<file path="config.mk">
export PLATFORM = sky130hd
export DESIGN_NAME = spike_rate_encoder_flat
export DESIGN_NICKNAME = d
export VERILOG_FILES = /design/src/rtl/spike_rate_encoder_if.sv /design/src/rtl/spike_rate_encoder.sv /design/src/flat_wrapper.sv
export SDC_FILE = /design/constraint.sdc
export NUM_CORES = 1
export LEC_CHECK = 0
export ABC_CLOCK_PERIOD_IN_PS = 1860
export CORE_UTILIZATION = 45
export DETAILED_ROUTE_END_ITERATION = 7
export GPL_ROUTABILITY_DRIVEN = 0
export GPL_TIMING_DRIVEN = 0
export PLACE_DENSITY = 0.71
export SYNTH_ARGS = -nofsm -noshare
export SYNTH_HDL_FRONTEND = slang
export SYNTH_SLANG_ARGS = --single-unit
</file>
<file path="constraint.sdc">
create_clock -name clk -period 1.86 [get_ports clk]
set_input_delay 0.279 -clock clk [delete_from_list [all_inputs] [get_ports clk]]
set_output_delay 0.279 -clock clk [all_outputs]
set_load 0.03 [all_outputs]
</file>
<file path="src/rtl/spike_rate_encoder_if.sv">
// Handshake bundle between the image source / network side and the spike rate encoder.
// The encoder connects through the slave modport; the image source and network use master.
interface spike_rate_encoder_if #(
    parameter int N_INPUTS   = 4,
    parameter int INT_W      = 8,
    parameter int STEP_CNT_W = 5
);
    logic                      img_valid;
    logic                      img_ready;
    logic [N_INPUTS*INT_W-1:0] img_data;
    logic                      sample;
    logic                      sample_ready;
    logic [N_INPUTS-1:0]       in_spikes;
    logic [STEP_CNT_W-1:0]     step_idx;
    logic                      busy;

    modport master (
        output img_valid, img_data, sample,
        input  img_ready, sample_ready, in_spikes, step_idx, busy
    );

    modport slave (
        input  img_valid, img_data, sample,
        output img_ready, sample_ready, in_spikes, step_idx, busy
    );
endinterface

</file>
<file path="src/rtl/spike_rate_encoder.sv">
// Bernoulli rate coder: holds one image and presents N_STEPS spike vectors, one per
// network sample pulse, each drawn against a free-running 16-bit Galois LFSR.
module spike_rate_encoder #(
    parameter int          N_INPUTS   = 4,
    parameter int          INT_W      = 8,
    parameter int          N_STEPS    = 10,
    parameter int          STEP_CNT_W = 5,
    parameter logic [15:0] LFSR_SEED  = 16'hACE1
) (
    input logic clk,
    input logic rst,
    spike_rate_encoder_if.slave bus
);
    typedef enum logic [1:0] {IDLE, ENCODE, PRESENT} state_t;

    localparam logic [STEP_CNT_W-1:0] LAST_STEP = STEP_CNT_W'(N_STEPS - 1);

    state_t                    state;
    logic [15:0]               lfsr;
    logic [15:0]               lfsr_next;
    logic [N_INPUTS*INT_W-1:0] intensity;
    logic [N_INPUTS-1:0]       spikes;
    logic                      present_vld;
    logic [STEP_CNT_W-1:0]     step_cnt;

    function automatic logic [15:0] lfsr_step(input logic [15:0] l);
        return (l >> 1) ^ (l[0] ? 16'hB400 : 16'h0000);
    endfunction

    // Channel i compares against a differently rotated view of the LFSR so the
    // channels do not all see the same random draw.
    function automatic logic [N_INPUTS-1:0] encode(input logic [15:0] l,
                                                    input logic [N_INPUTS*INT_W-1:0] img);
        logic [31:0]      dbl;
        logic [15:0]      rot;
        logic [INT_W-1:0] rnd;
        logic [INT_W-1:0] val;
        encode = '0;
        for (int i = 0; i < N_INPUTS; i++) begin
            dbl       = {l, l} << ((3 * i) % 16);
            rot       = dbl[31:16];
            rnd       = rot[INT_W-1:0];
            val       = img[i*INT_W +: INT_W];
            encode[i] = (val > rnd) || (&val);
        end
    endfunction

    assign lfsr_next = lfsr_step(lfsr);

    always_ff @(posedge clk) begin
        if (rst) begin
            state       <= IDLE;
            lfsr        <= LFSR_SEED;
            intensity   <= '0;
            spikes      <= '0;
            present_vld <= 1'b0;
            step_cnt    <= '0;
        end else begin
            case (state)
                IDLE: begin
                    if (bus.img_valid) begin
                        intensity <= bus.img_data;
                        state     <= ENCODE;
                    end
                end
                ENCODE: begin
                    lfsr        <= lfsr_next;
                    spikes      <= encode(lfsr_next, intensity);
                    step_cnt    <= '0;
                    present_vld <= 1'b1;
                    state       <= PRESENT;
                end
                PRESENT: begin
                    if (bus.sample) begin
                        if (step_cnt == LAST_STEP) begin
                            present_vld <= 1'b0;
                            spikes      <= '0;
                            step_cnt    <= '0;
                            state       <= IDLE;
                        end else begin
                            // Next vector is ready on the same edge, so no bubble.
                            lfsr     <= lfsr_next;
                            spikes   <= encode(lfsr_next, intensity);
                            step_cnt <= step_cnt + 1'b1;
                        end
                    end
                end
                default: state <= IDLE;
            endcase
        end
    end

    assign bus.img_ready    = (state == IDLE);
    assign bus.busy         = (state != IDLE);
    assign bus.sample_ready = present_vld;
    assign bus.in_spikes    = spikes;
    assign bus.step_idx     = step_cnt;
endmodule

</file>
<file path="src/flat_wrapper.sv">
// flat-port wrapper written by rule: the top's interface ports become plain ports
module spike_rate_encoder_flat 
#(
    parameter int          N_INPUTS   = 4,
    parameter int          INT_W      = 8,
    parameter int          N_STEPS    = 10,
    parameter int          STEP_CNT_W = 5,
    parameter logic [15:0] LFSR_SEED  = 16'hACE1
)
  (clk, rst, bus_img_valid, bus_img_data, bus_sample, bus_img_ready, bus_sample_ready, bus_in_spikes, bus_step_idx, bus_busy);
  spike_rate_encoder_if #(.N_INPUTS(N_INPUTS), .INT_W(INT_W), .STEP_CNT_W(STEP_CNT_W)) bus_i ();
  input logic clk;
  input logic rst;
  input wire logic [$bits(bus_i.img_valid)-1:0] bus_img_valid;
  input wire logic [$bits(bus_i.img_data)-1:0] bus_img_data;
  input wire logic [$bits(bus_i.sample)-1:0] bus_sample;
  output wire logic [$bits(bus_i.img_ready)-1:0] bus_img_ready;
  output wire logic [$bits(bus_i.sample_ready)-1:0] bus_sample_ready;
  output wire logic [$bits(bus_i.in_spikes)-1:0] bus_in_spikes;
  output wire logic [$bits(bus_i.step_idx)-1:0] bus_step_idx;
  output wire logic [$bits(bus_i.busy)-1:0] bus_busy;
  assign bus_i.img_valid = bus_img_valid;
  assign bus_i.img_data = bus_img_data;
  assign bus_i.sample = bus_sample;
  assign bus_img_ready = bus_i.img_ready;
  assign bus_sample_ready = bus_i.sample_ready;
  assign bus_in_spikes = bus_i.in_spikes;
  assign bus_step_idx = bus_i.step_idx;
  assign bus_busy = bus_i.busy;
  spike_rate_encoder #(.N_INPUTS(N_INPUTS), .INT_W(INT_W), .N_STEPS(N_STEPS), .STEP_CNT_W(STEP_CNT_W), .LFSR_SEED(LFSR_SEED)) u_core (.clk(clk), .rst(rst), .bus(bus_i));
endmodule
</file>
## Yosys cells after proc, flatten, opt, wreduce, memory -nomap -nowiden

Index checks and enable logic that the tools add are counted.

- Bitwise operators: 1
- Reduce and logical (&&, ||, !) cells: 16
- Equality and inequality tests: 7
- Magnitude comparators: 4
- Add/subtract/negate cells: 1
- Multiplexer cells: 17

Operators by type and width:

| kind | count |
|---|---|
| 16-bit 2-to-1 mux | 3 |
| 8-bit > comparator | 4 |
| 16-bit case mux with 2 select lines | 1 |
| 8-bit AND reduction | 4 |
| 15-bit by 16-bit XOR with 16-bit output | 1 |
| 5-bit 2-to-1 mux | 2 |
| 5-bit case mux with 2 select lines | 1 |
| 3-bit AND reduction | 3 |
| 4-bit 2-to-1 mux | 2 |
| 4-bit case mux with 2 select lines | 1 |
| 2-bit 2-to-1 mux | 3 |
| 2-bit != test (second input constant) | 3 |
| 2-bit case mux with 3 select lines | 1 |
| 5-bit by 1-bit adder with 5-bit output (second input constant) | 1 |
| 5-bit by 4-bit equality test with 1-bit output (second input constant) | 1 |
| 1-bit logical OR | 4 |
| 2-bit AND reduction | 2 |
| 2-bit nonzero test | 2 |
| 2-bit by 1-bit equality test with 1-bit output (second input constant) | 1 |
| 2-bit equality test (second input constant) | 1 |
| 2-bit zero test | 1 |
| 1-bit 2-to-1 mux | 2 |
| 2-bit by 1-bit != test with 1-bit output (second input constant) | 1 |
| 1-bit case mux with 2 select lines | 1 |

- Bits of input ports: 36
- Flip-flop bits (word level): 60

## Logic depth before layout (Yosys ltp)

Gate-level depths: netlist of the first run.

- Depth after elaboration: 7
- Mapped depth: 9
- Mapped depth without buffers: 8

## Worst setup path before layout of the first run

Ideal clock, no wire load.

- Path type: register to register
- Start: register u_core.lfsr[0]
- End: register u_core.spikes[3], in the netlist u_core.bus.in_spikes[3]
- Cell stages (with the launch flop): 9
- Buffers on the path: 1
- Clock period less this slack: 1849 ps
- Data arrival time: 1733 ps
- Setup time: 116 ps
- Path slack: 11 ps
- Path through: dfxtp_1 -> buf_4 -> xor2_1 -> inv_1 -> ha_1 -> a211oi_1 -> a211oi_1 -> a211o_1 -> a41o_1

- Longest elaborated chain between the ends: 7

RTL lines:

| what | line | text |
|---|---|---|
| start: declaration | spike_rate_encoder.sv:19 | `logic [15:0] lfsr;` |
| start signal: assignment | spike_rate_encoder.sv:67 | `lfsr <= lfsr_next;` |
| start signal: assignment | spike_rate_encoder.sv:82 | `lfsr <= lfsr_next;` |
| 16-bit 2-to-1 mux * | spike_rate_encoder.sv:27 | `return (l >> 1) ^ (l[0] ? 16'hB400 : 16'h0000);` |
| 15-bit by 16-bit XOR with 16-bit output * | spike_rate_encoder.sv:27 |  |
| net u_core.lfsr_next[10] | spike_rate_encoder.sv:20 | `logic [15:0] lfsr_next;` |
| 8-bit > comparator * | spike_rate_encoder.sv:44 | `encode[i] = (val > rnd) \|\| (&val);` |
| 1-bit logical OR * | spike_rate_encoder.sv:44 |  |
| 4-bit 2-to-1 mux | spike_rate_encoder.sv:75 | `if (step_cnt == LAST_STEP) begin` |
| 4-bit 2-to-1 mux | spike_rate_encoder.sv:74 | `if (bus.sample) begin` |
| 4-bit case mux with 2 select lines * | spike_rate_encoder.sv:59 | `case (state)` |
| end signal: assignment | spike_rate_encoder.sv:68 | `spikes <= encode(lfsr_next, intensity);` |
| end signal: assignment | spike_rate_encoder.sv:83 | `spikes <= encode(lfsr_next, intensity);` |
| end: declaration | spike_rate_encoder.sv:22 | `logic [N_INPUTS-1:0] spikes;` |

The timed path passes the listed nets; every way through them passes the cells marked *. The select of a mux whose other input is x is not followed.
A chain may end at the register's enable or synchronous reset.

## Final worst setup path of the first run

Ends and elaborated chain as after synthesis.

==> Flow_metrics.wiki, run 1 <==
{| class="wikitable"
! Metric !! Value
|-
| Via total after detailed routing || 2837
|-
| Horizontal die dimension || 85.4 microns
|-
| Worst hold margin || 0.452 ns
|-
| Pin count of the biggest net entering global routing || 11
|-
| Post-synthesis sequential element count || 60
|-
| Total of buffers placed on input and output ports || 46
|-
| First-pass GRT wire length || 12.5 mm
|-
| Finished Layout Cells || 530
|-
| Period Utilization, post-route || 99.5%
|-
| Remaining DRCs || 0
|-
| Sequential area share after synthesis || 38.4%
|-
| Worst setup slack after layout || 0.0100 ns
|-
| Final count of pins violating max slew || 0
|-
| Number of enable-type register cells in the synthesized netlist || 0
|-
| Areal power density over the cells || 831 mW/mm^2
|-
| Synthesized net count || 455
|-
| Post-layout total power || 3.29 mW
|-
| Top cells by area, synth || sky130_fd_sc_hd__dfxtp_1 38%, sky130_fd_sc_hd__ha_1 13%, sky130_fd_sc_hd__nand2_1 12%
|-
| Final Setup Violations || 0
|-
| Area Growth Syn to Fin || 26.5%
|-
| Buffer cell driving the clock tree root || sky130_fd_sc_hd__clkbuf_8
|-
| Leading cell type in the layout, fill and taps excluded || sky130_fd_sc_hd__nand2_1
|-
| Number of iterations in the first detailed-routing pass || 5
|-
| Post-Place Cell Area || 0.00369 sq mm
|-
| Area enclosed by the die boundary || 0.00729 sq mm
|-
| Commonest cells after routing, fill and taps aside || 98 x sky130_fd_sc_hd__nand2_1, 57 x sky130_fd_sc_hd__dfxtp_1, 53 x sky130_fd_sc_hd__a21oi_1
|-
| Setup slack after placement || -0.109 ns
|-
| Final design utilization || 58.5%
|-
| # rows || 30
|-
| CP Cell Sequence || buf_6, xor2_4, inv_2, ha_4, nand4_1, nor2_1, a21oi_1, a211o_1, a41o_1
|-
| Worst Path Buf+Inv || 2
|-
| Post-detailed-route count of antenna-violating nets || 0
|-
| CP delay by family, top || compound AO/OA/AOI/OAI gates
|-
| Top_reg_cell synth || sky130_fd_sc_hd__dfxtp_1
|-
| Max stage delay on crit path || 0.33 ns
|-
| Fraction of registers with async set/reset || 0%
|-
| Worst min path class || flip-flop to flip-flop
|-
| Sinks on Clock Net || 60
|-
| Routed wire length || 7.36 mm
|-
| Initial antenna violation count || 0
|-
| H-tree levels || 3
|-
| Run status || finished clean
|-
| Post-detailed-placement half-perimeter wirelength || 5.44 mm
|-
| Static power due to leakage || 1.64 nW
|-
| Element type at the critical path end || flip-flop
|-
| Final Net Count || 515
|-
| Clock tree from TritonCTS || built
|-
| Average footprint of a synthesized cell || 8.08 sq um
|-
| Path type of the worst setup path || flip-flop to flip-flop
|-
| Layout cells sized above 1 || 9.33%
|-
| Setup repair after global routing missed its margin || yes
|-
| Setup skew after layout || 0.00847 ns
|-
| Required time of the critical path || 2.11 ns
|-
| Number of hold-repair buffers added at the cts stage || 0
|-
| Worst-margin pin slew || 0.540 ns
|-
| DR vias/cell || 5.35
|-
| Post-route cell area || 0.00396 sq mm
|-
| Yosys top cell area share || 38.4%
|-
| Average wire length per cell after detail routing || 13.9 microns
|-
| Crit path max-delay cell type || sky130_fd_sc_hd__dfxtp_2
|-
| Most area-hungry cell type in the Yosys netlist || sky130_fd_sc_hd__dfxtp_1
|-
| Overall Global Routing Usage || 22.3%
|-
| Aggregate global routing overflow || 0
|-
| Ports || 48
|-
| Synthesized area || 0.00313 sq mm
|-
| Number of placed cells counting well taps || 513
|-
| Final Hold Fails || 0
|-
| Worst ir drop on vdd || 0.000402 V
|-
| Number of buffers created by CTS || 9
|-
| Die height || 85.4 microns
|-
| Library cells used by synthesis || 47
|-
| Worst Path Arrival || 2.10 ns
|-
| Later-pin clock latency in the skew report || 0.35 ns
|-
| Highest clock rate || 541 MHz
|-
| Count of mapped cells out of synthesis || 387
|-
| Final setup TNS || 0 ns
|-
| Worst-path maximum fanout || 4
|-
| Clk slew on worst S/H paths || 0.07 ns
|-
| Crit path launch type || flip-flop
|-
| Total core area || 0.00676 sq mm
|-
| Number of global-route vias before repair || 2733
|-
| Initial core utilization || 46.3%
|-
| Max-slew headroom || 64.0%
|-
| Total of max-cap violations || 0
|-
| Iteration-0 DRC count of the detailed router || 80
|-
| Antenna diode count || 0
|-
| Deepest clock path buffer count || 2
|-
| Post-route minimum period || 1.85 ns
|-
| Synth Warn # || 0
|}
worst reg2reg max path, cell delays in order (launching register included):
cell                      delay, ns
sky130_fd_sc_hd__dfxtp_2       0.33
sky130_fd_sc_hd__buf_6         0.13
sky130_fd_sc_hd__xor2_4        0.17
sky130_fd_sc_hd__inv_2         0.07
sky130_fd_sc_hd__ha_4          0.28
sky130_fd_sc_hd__nand4_1       0.10
sky130_fd_sc_hd__nor2_1        0.12
sky130_fd_sc_hd__a21oi_1       0.08
sky130_fd_sc_hd__a211o_1       0.27
sky130_fd_sc_hd__a41o_1        0.20
layer usage:
metal,wire [microns],vias to the layer above,share of wire (%),global-route usage (%)
met5,0,-,0,0
met4,220,0,3.0,12.3
met3,385,20,5.2,3.79
met2,3480,74,47,37.2
met1,3270,1278,44,27.4
li1,-,1465,-,-
power breakdown:
part	internal, mW	switching, mW	leakage [nW]
Clock	0.675	0.502	0.0983
Sequential	1.37	0.0760	0.491
Combinational	0.308	0.358	1.05
sequential cells by signal, summed over array words and instances, names as in the netlist:
name                     count
u_core.bus.in_spikes         4
u_core.bus.sample_ready      1
u_core.bus.step_idx          5
u_core.intensity            32
u_core.lfsr                 16
u_core.state                 2
area by class of cell:
class	count	area, sq um
sequential	60	1200
clock inverter	2	35.0
fill	640	2800
timing repair buffer	49	480
buffer	18	100
inverter	24	90.1
tap	80	100
clock buffer	12	155
multi-input combinational	285	1790
cell families (layout without fill, tap and decap cells):
| family | after synthesis | count (layout) | synth area share (%) |
|---|---|---|---|
| AND/OR/NAND/NOR | 148 | 148 | 21.3 |
| multiplexers | 2 | 2 | 0.640 |
| adder cells (fa/ha/maj) | 32 | 32 | 12.8 |
| flip-flops | 60 | 60 | 38.4 |
| XOR/XNOR | 4 | 4 | 1.36 |
| buffers and inverters | 42 | 105 | 5.96 |
| AO/OA/AOI/OAI | 99 | 99 | 19.5 |
final timing paths:
path                                              start                       to  slack [ns]  cells past startpoint
worst max-delay path                     u_core.lfsr[0]  u_core.bus.in_spikes[3]        0.01                      9
worst min-delay path            u_core.bus.in_spikes[0]  u_core.bus.in_spikes[0]        0.45                      2
worst max register to register           u_core.lfsr[0]  u_core.bus.in_spikes[3]        0.01                      9
worst min register to register  u_core.bus.in_spikes[0]  u_core.bus.in_spikes[0]        0.45                      2
cells in the mapped netlist, types with 6 or more instances:
cell,instances
sky130_fd_sc_hd__a21oi_1,54
sky130_fd_sc_hd__a211oi_1,6
sky130_fd_sc_hd__o211ai_1,7
sky130_fd_sc_hd__o21ai_0,6
sky130_fd_sc_hd__nand2_1,98
sky130_fd_sc_hd__dfxtp_1,60
sky130_fd_sc_hd__clkbuf_1,10
sky130_fd_sc_hd__nand4_1,10
sky130_fd_sc_hd__nor2_1,12
sky130_fd_sc_hd__a21o_1,7
sky130_fd_sc_hd__nand3_1,10
sky130_fd_sc_hd__inv_1,23
sky130_fd_sc_hd__ha_1,32
timing repair:
action,4_1_cts,5_1_grt
setup buffers,3,0
setup endpoints to repair,3,11
resized for setup,9,5
pin swaps,2,4
Power figures use the tool's default switching activity.
==> run 2: changes to the inputs <==
SKIP_CTS_REPAIR_TIMING = 1   (was not set)
==> Flow_metrics.wiki, run 2 (synthesis results as in run 1) <==
{| class="wikitable"
! Metric !! Value
|-
| Switching component of the power || 928 uW (-0.83%)
|-
| Area enclosed by the die boundary || 0.00729 sq mm (unchanged)
|-
| Worst-path maximum fanout || 5 (+1)
|-
| H-tree levels || 3 (unchanged)
|-
| Later-pin clock latency in the skew report || 0.34 ns (about the same)
|-
| Post-detailed-route count of antenna-violating nets || 0 (unchanged)
|-
| Post-layout total power || 3.28 mW (-0.25%)
|-
| Setup skew after layout || 0.00610 ns (-0.00237 ns)
|-
| # rows || 30 (unchanged)
|-
| Iteration-0 DRC count of the detailed router || 91 (+14%)
|-
| Antenna diode count || 0 (unchanged)
|-
| Final count of pins violating max slew || 0 (unchanged)
|-
| Worst-case reg-to-reg path depth || 9 (unchanged)
|-
| Endpoint of the worst-slack reg-to-reg timing path || u_core.bus.in_spikes[3]
|-
| Worst-case register-to-register setup slack || 0.004 ns (about the same)
|-
| Register with the highest flop count || u_core.intensity
|-
| Total core area || 0.00676 sq mm (unchanged)
|-
| Aggregate global routing overflow || 0 (unchanged)
|-
| Capture endpoint of the worst hold path || u_core.bus.in_spikes[0]
|-
| Final Setup Violations || 0 (unchanged)
|-
| Deepest clock path buffer count || 2 (unchanged)
|-
| Hold wc startpoint || u_core.bus.in_spikes[0]
|-
| Total of max-cap violations || 0 (unchanged)
|-
| Final Net Count || 514 (-0.19%)
|-
| Number of global-route vias before repair || 2717 (-0.59%)
|-
| Initial antenna violation count || 0 (unchanged)
|-
| Run status || finished clean
|-
| Total of buffers placed on input and output ports || 46 (unchanged)
|-
| Buffer cell driving the clock tree root || sky130_fd_sc_hd__clkbuf_8
|-
| Path type of the worst setup path || flip-flop to flip-flop
|-
| Part of the total power dissipated in combinational logic || 20.2% (about the same)
|-
| Final Hold Fails || 0 (unchanged)
|-
| Remaining DRCs || 0 (unchanged)
|-
| Max-slew headroom || 63.9% (about the same)
|-
| Final design utilization || 58.4% (-0.15 points)
|-
| Number of iterations in the first detailed-routing pass || 4 (-1)
|-
| Highest clock rate || 539 MHz (-0.30%)
|-
| Final setup TNS || 0 ns (unchanged)
|-
| Clk slew on worst S/H paths || 0.06 ns (about the same)
|-
| Worst hold margin || 0.452 ns (-0.00000100 ns)
|-
| Portion of total power attributed to sequential cells || 44.0% (about the same)
|-
| Overall Global Routing Usage || 22.2% (-0.11 points)
|-
| DR vias/cell || 5.33 (-0.38%)
|-
| Static power due to leakage || 1.65 nW (+0.60%)
|-
| First-pass GRT wire length || 12.5 mm (-0.44%)
|-
| Routed wire length || 7.27 mm (-1.2%)
|-
| Initial core utilization || 46.3% (unchanged)
|-
| Die height || 85.4 microns (unchanged)
|-
| Worst setup slack after layout || 0.00439 ns (-0.00561 ns)
|-
| Cell-internal power || 2.35 mW (about the same)
|-
| Count of filler cells inserted in the layout || 639 (-0.16%)
|-
| Required time of the critical path || 2.10 ns (about the same)
|-
| Areal power density over the cells || 831 mW/mm^2 (about the same)
|-
| Setup slack after placement || -0.109 ns (unchanged)
|-
| Worst ir drop on vdd || 0.000400 V (-0.65%)
|-
| Ports || 48 (unchanged)
|-
| Post-route minimum period || 1.86 ns (+0.00561 ns)
|-
| Average wire length per cell after detail routing || 13.7 microns (-1.0%)
|-
| Setup repair after global routing missed its margin || yes
|-
| Worst-margin pin slew || 0.541 ns (+0.000486 ns)
|-
| Sinks on Clock Net || 60 (unchanged)
|-
| Number of buffers created by CTS || 9 (unchanged)
|-
| Via total after detailed routing || 2821 (-0.56%)
|-
| Number of flip-flops in the largest register || 32 (unchanged)
|-
| Horizontal die dimension || 85.4 microns (unchanged)
|-
| Element type at the critical path end || flip-flop
|-
| Launching point of the worst reg2reg path || u_core.lfsr[0]
|-
| Post-detailed-placement half-perimeter wirelength || 5.44 mm (unchanged)
|-
| Worst Path Arrival || 2.10 ns (about the same)
|-
| Period Utilization, post-route || 99.8% (+0.30 points)
|-
| Leading cell type in the layout, fill and taps excluded || sky130_fd_sc_hd__nand2_1
|-
| Pin count of the biggest net entering global routing || 11 (unchanged)
|-
| Layout cells sized above 1 || 9.13% (-0.20 points)
|-
| Worst min path class || flip-flop to flip-flop
|-
| Portion of total power attributed to the clock network || 35.8% (about the same)
|-
| Sw Ratio || 28.3% (-0.17 points)
|-
| Crit path launch type || flip-flop
|-
| Clock tree from TritonCTS || built
|-
| Commonest cells after routing, fill and taps aside || 98 x sky130_fd_sc_hd__nand2_1, 57 x sky130_fd_sc_hd__dfxtp_1, 54 x sky130_fd_sc_hd__a21oi_1
|-
| Area Growth Syn to Fin || 26.2%
|-
| Hold path cells || 2 (unchanged)
|}
[run 2: worst max-delay path, stage by stage, from the launching register on]
cell                       delay, ns
sky130_fd_sc_hd__dfxtp_2        0.33
sky130_fd_sc_hd__buf_6          0.12
sky130_fd_sc_hd__xor2_2         0.17
sky130_fd_sc_hd__inv_2          0.07
sky130_fd_sc_hd__ha_4           0.28
sky130_fd_sc_hd__nand4_1        0.10
sky130_fd_sc_hd__o22ai_1        0.14
sky130_fd_sc_hd__a211oi_1       0.06
sky130_fd_sc_hd__a211o_1        0.28
sky130_fd_sc_hd__a41o_1         0.20
[run 2: power groups by stage]
stage,clock (mW),combinational [mW],sequential [mW]
3_3_place_gp,0,0.610,1.46
6_report,1.17,0.663,1.44
3_5_place_dp,0,0.633,1.47
5_1_grt,1.24,0.751,1.45
4_1_cts,1.19,0.637,1.44
2_1_floorplan,0,0.420,1.46
[run 2: layer usage]
metal | vias up | share of wire, % | global-route usage [%]
met1 | 1273 | 47 | 27.5
li1 | 1462 | - | -
met3 | 20 | 3.9 | 3.79
met2 | 66 | 46 | 36.7
met5 | - | 0 | 0
met4 | 0 | 3.0 | 12.3
[run 2: area by class of cell]
cell class	instances	area (sq um)	area share, %
plain buffers	18	100	2.54
clock buffers	12	155	3.93
clock inverters	2	35.0	0.888
inverters	24	90.1	2.28
multi-input cells	285	1780	45.1
flip-flops and latches	60	1200	30.5
well taps	80	100	2.54
repair buffers	48	480	12.2
[run 2: how the worst max path moves through the flow]
stage | from | end | slack [ns] | depth (start not counted)
after detailed placement | u_core.lfsr[0] | u_core.bus.in_spikes[3] | -0.11 | 9
final | u_core.lfsr[0] | u_core.bus.in_spikes[3] | 0.004 | 9
after global routing | u_core.lfsr[0] | u_core.bus.in_spikes[3] | -0.07 | 9
after floorplan | u_core.lfsr[0] | u_core.bus.in_spikes[3] | 0.01 | 8
after CTS | u_core.state[0] | bus_img_ready | -0.28 | 2
after global placement | u_core.lfsr[0] | u_core.bus.in_spikes[3] | -0.12 | 8
[run 2: stage by stage]
| stage | area, sq um | std cells |
|---|---|---|
| 2_1_floorplan | 3130 | 387 |
| 3_3_place_gp | 3690 | 513 |
| 3_5_place_dp | 3690 | 513 |
| 4_1_cts | 3880 | 527 |
| 5_1_grt | 3950 | 529 |
| 6_report | 3950 | 529 |
==> run 3: changes to the inputs <==
CTS_CLUSTER_DIAMETER = 40   (was not set)
==> results of run 3 <==
Same layout as run 2: the final DEF is identical, and so are final timing and power.
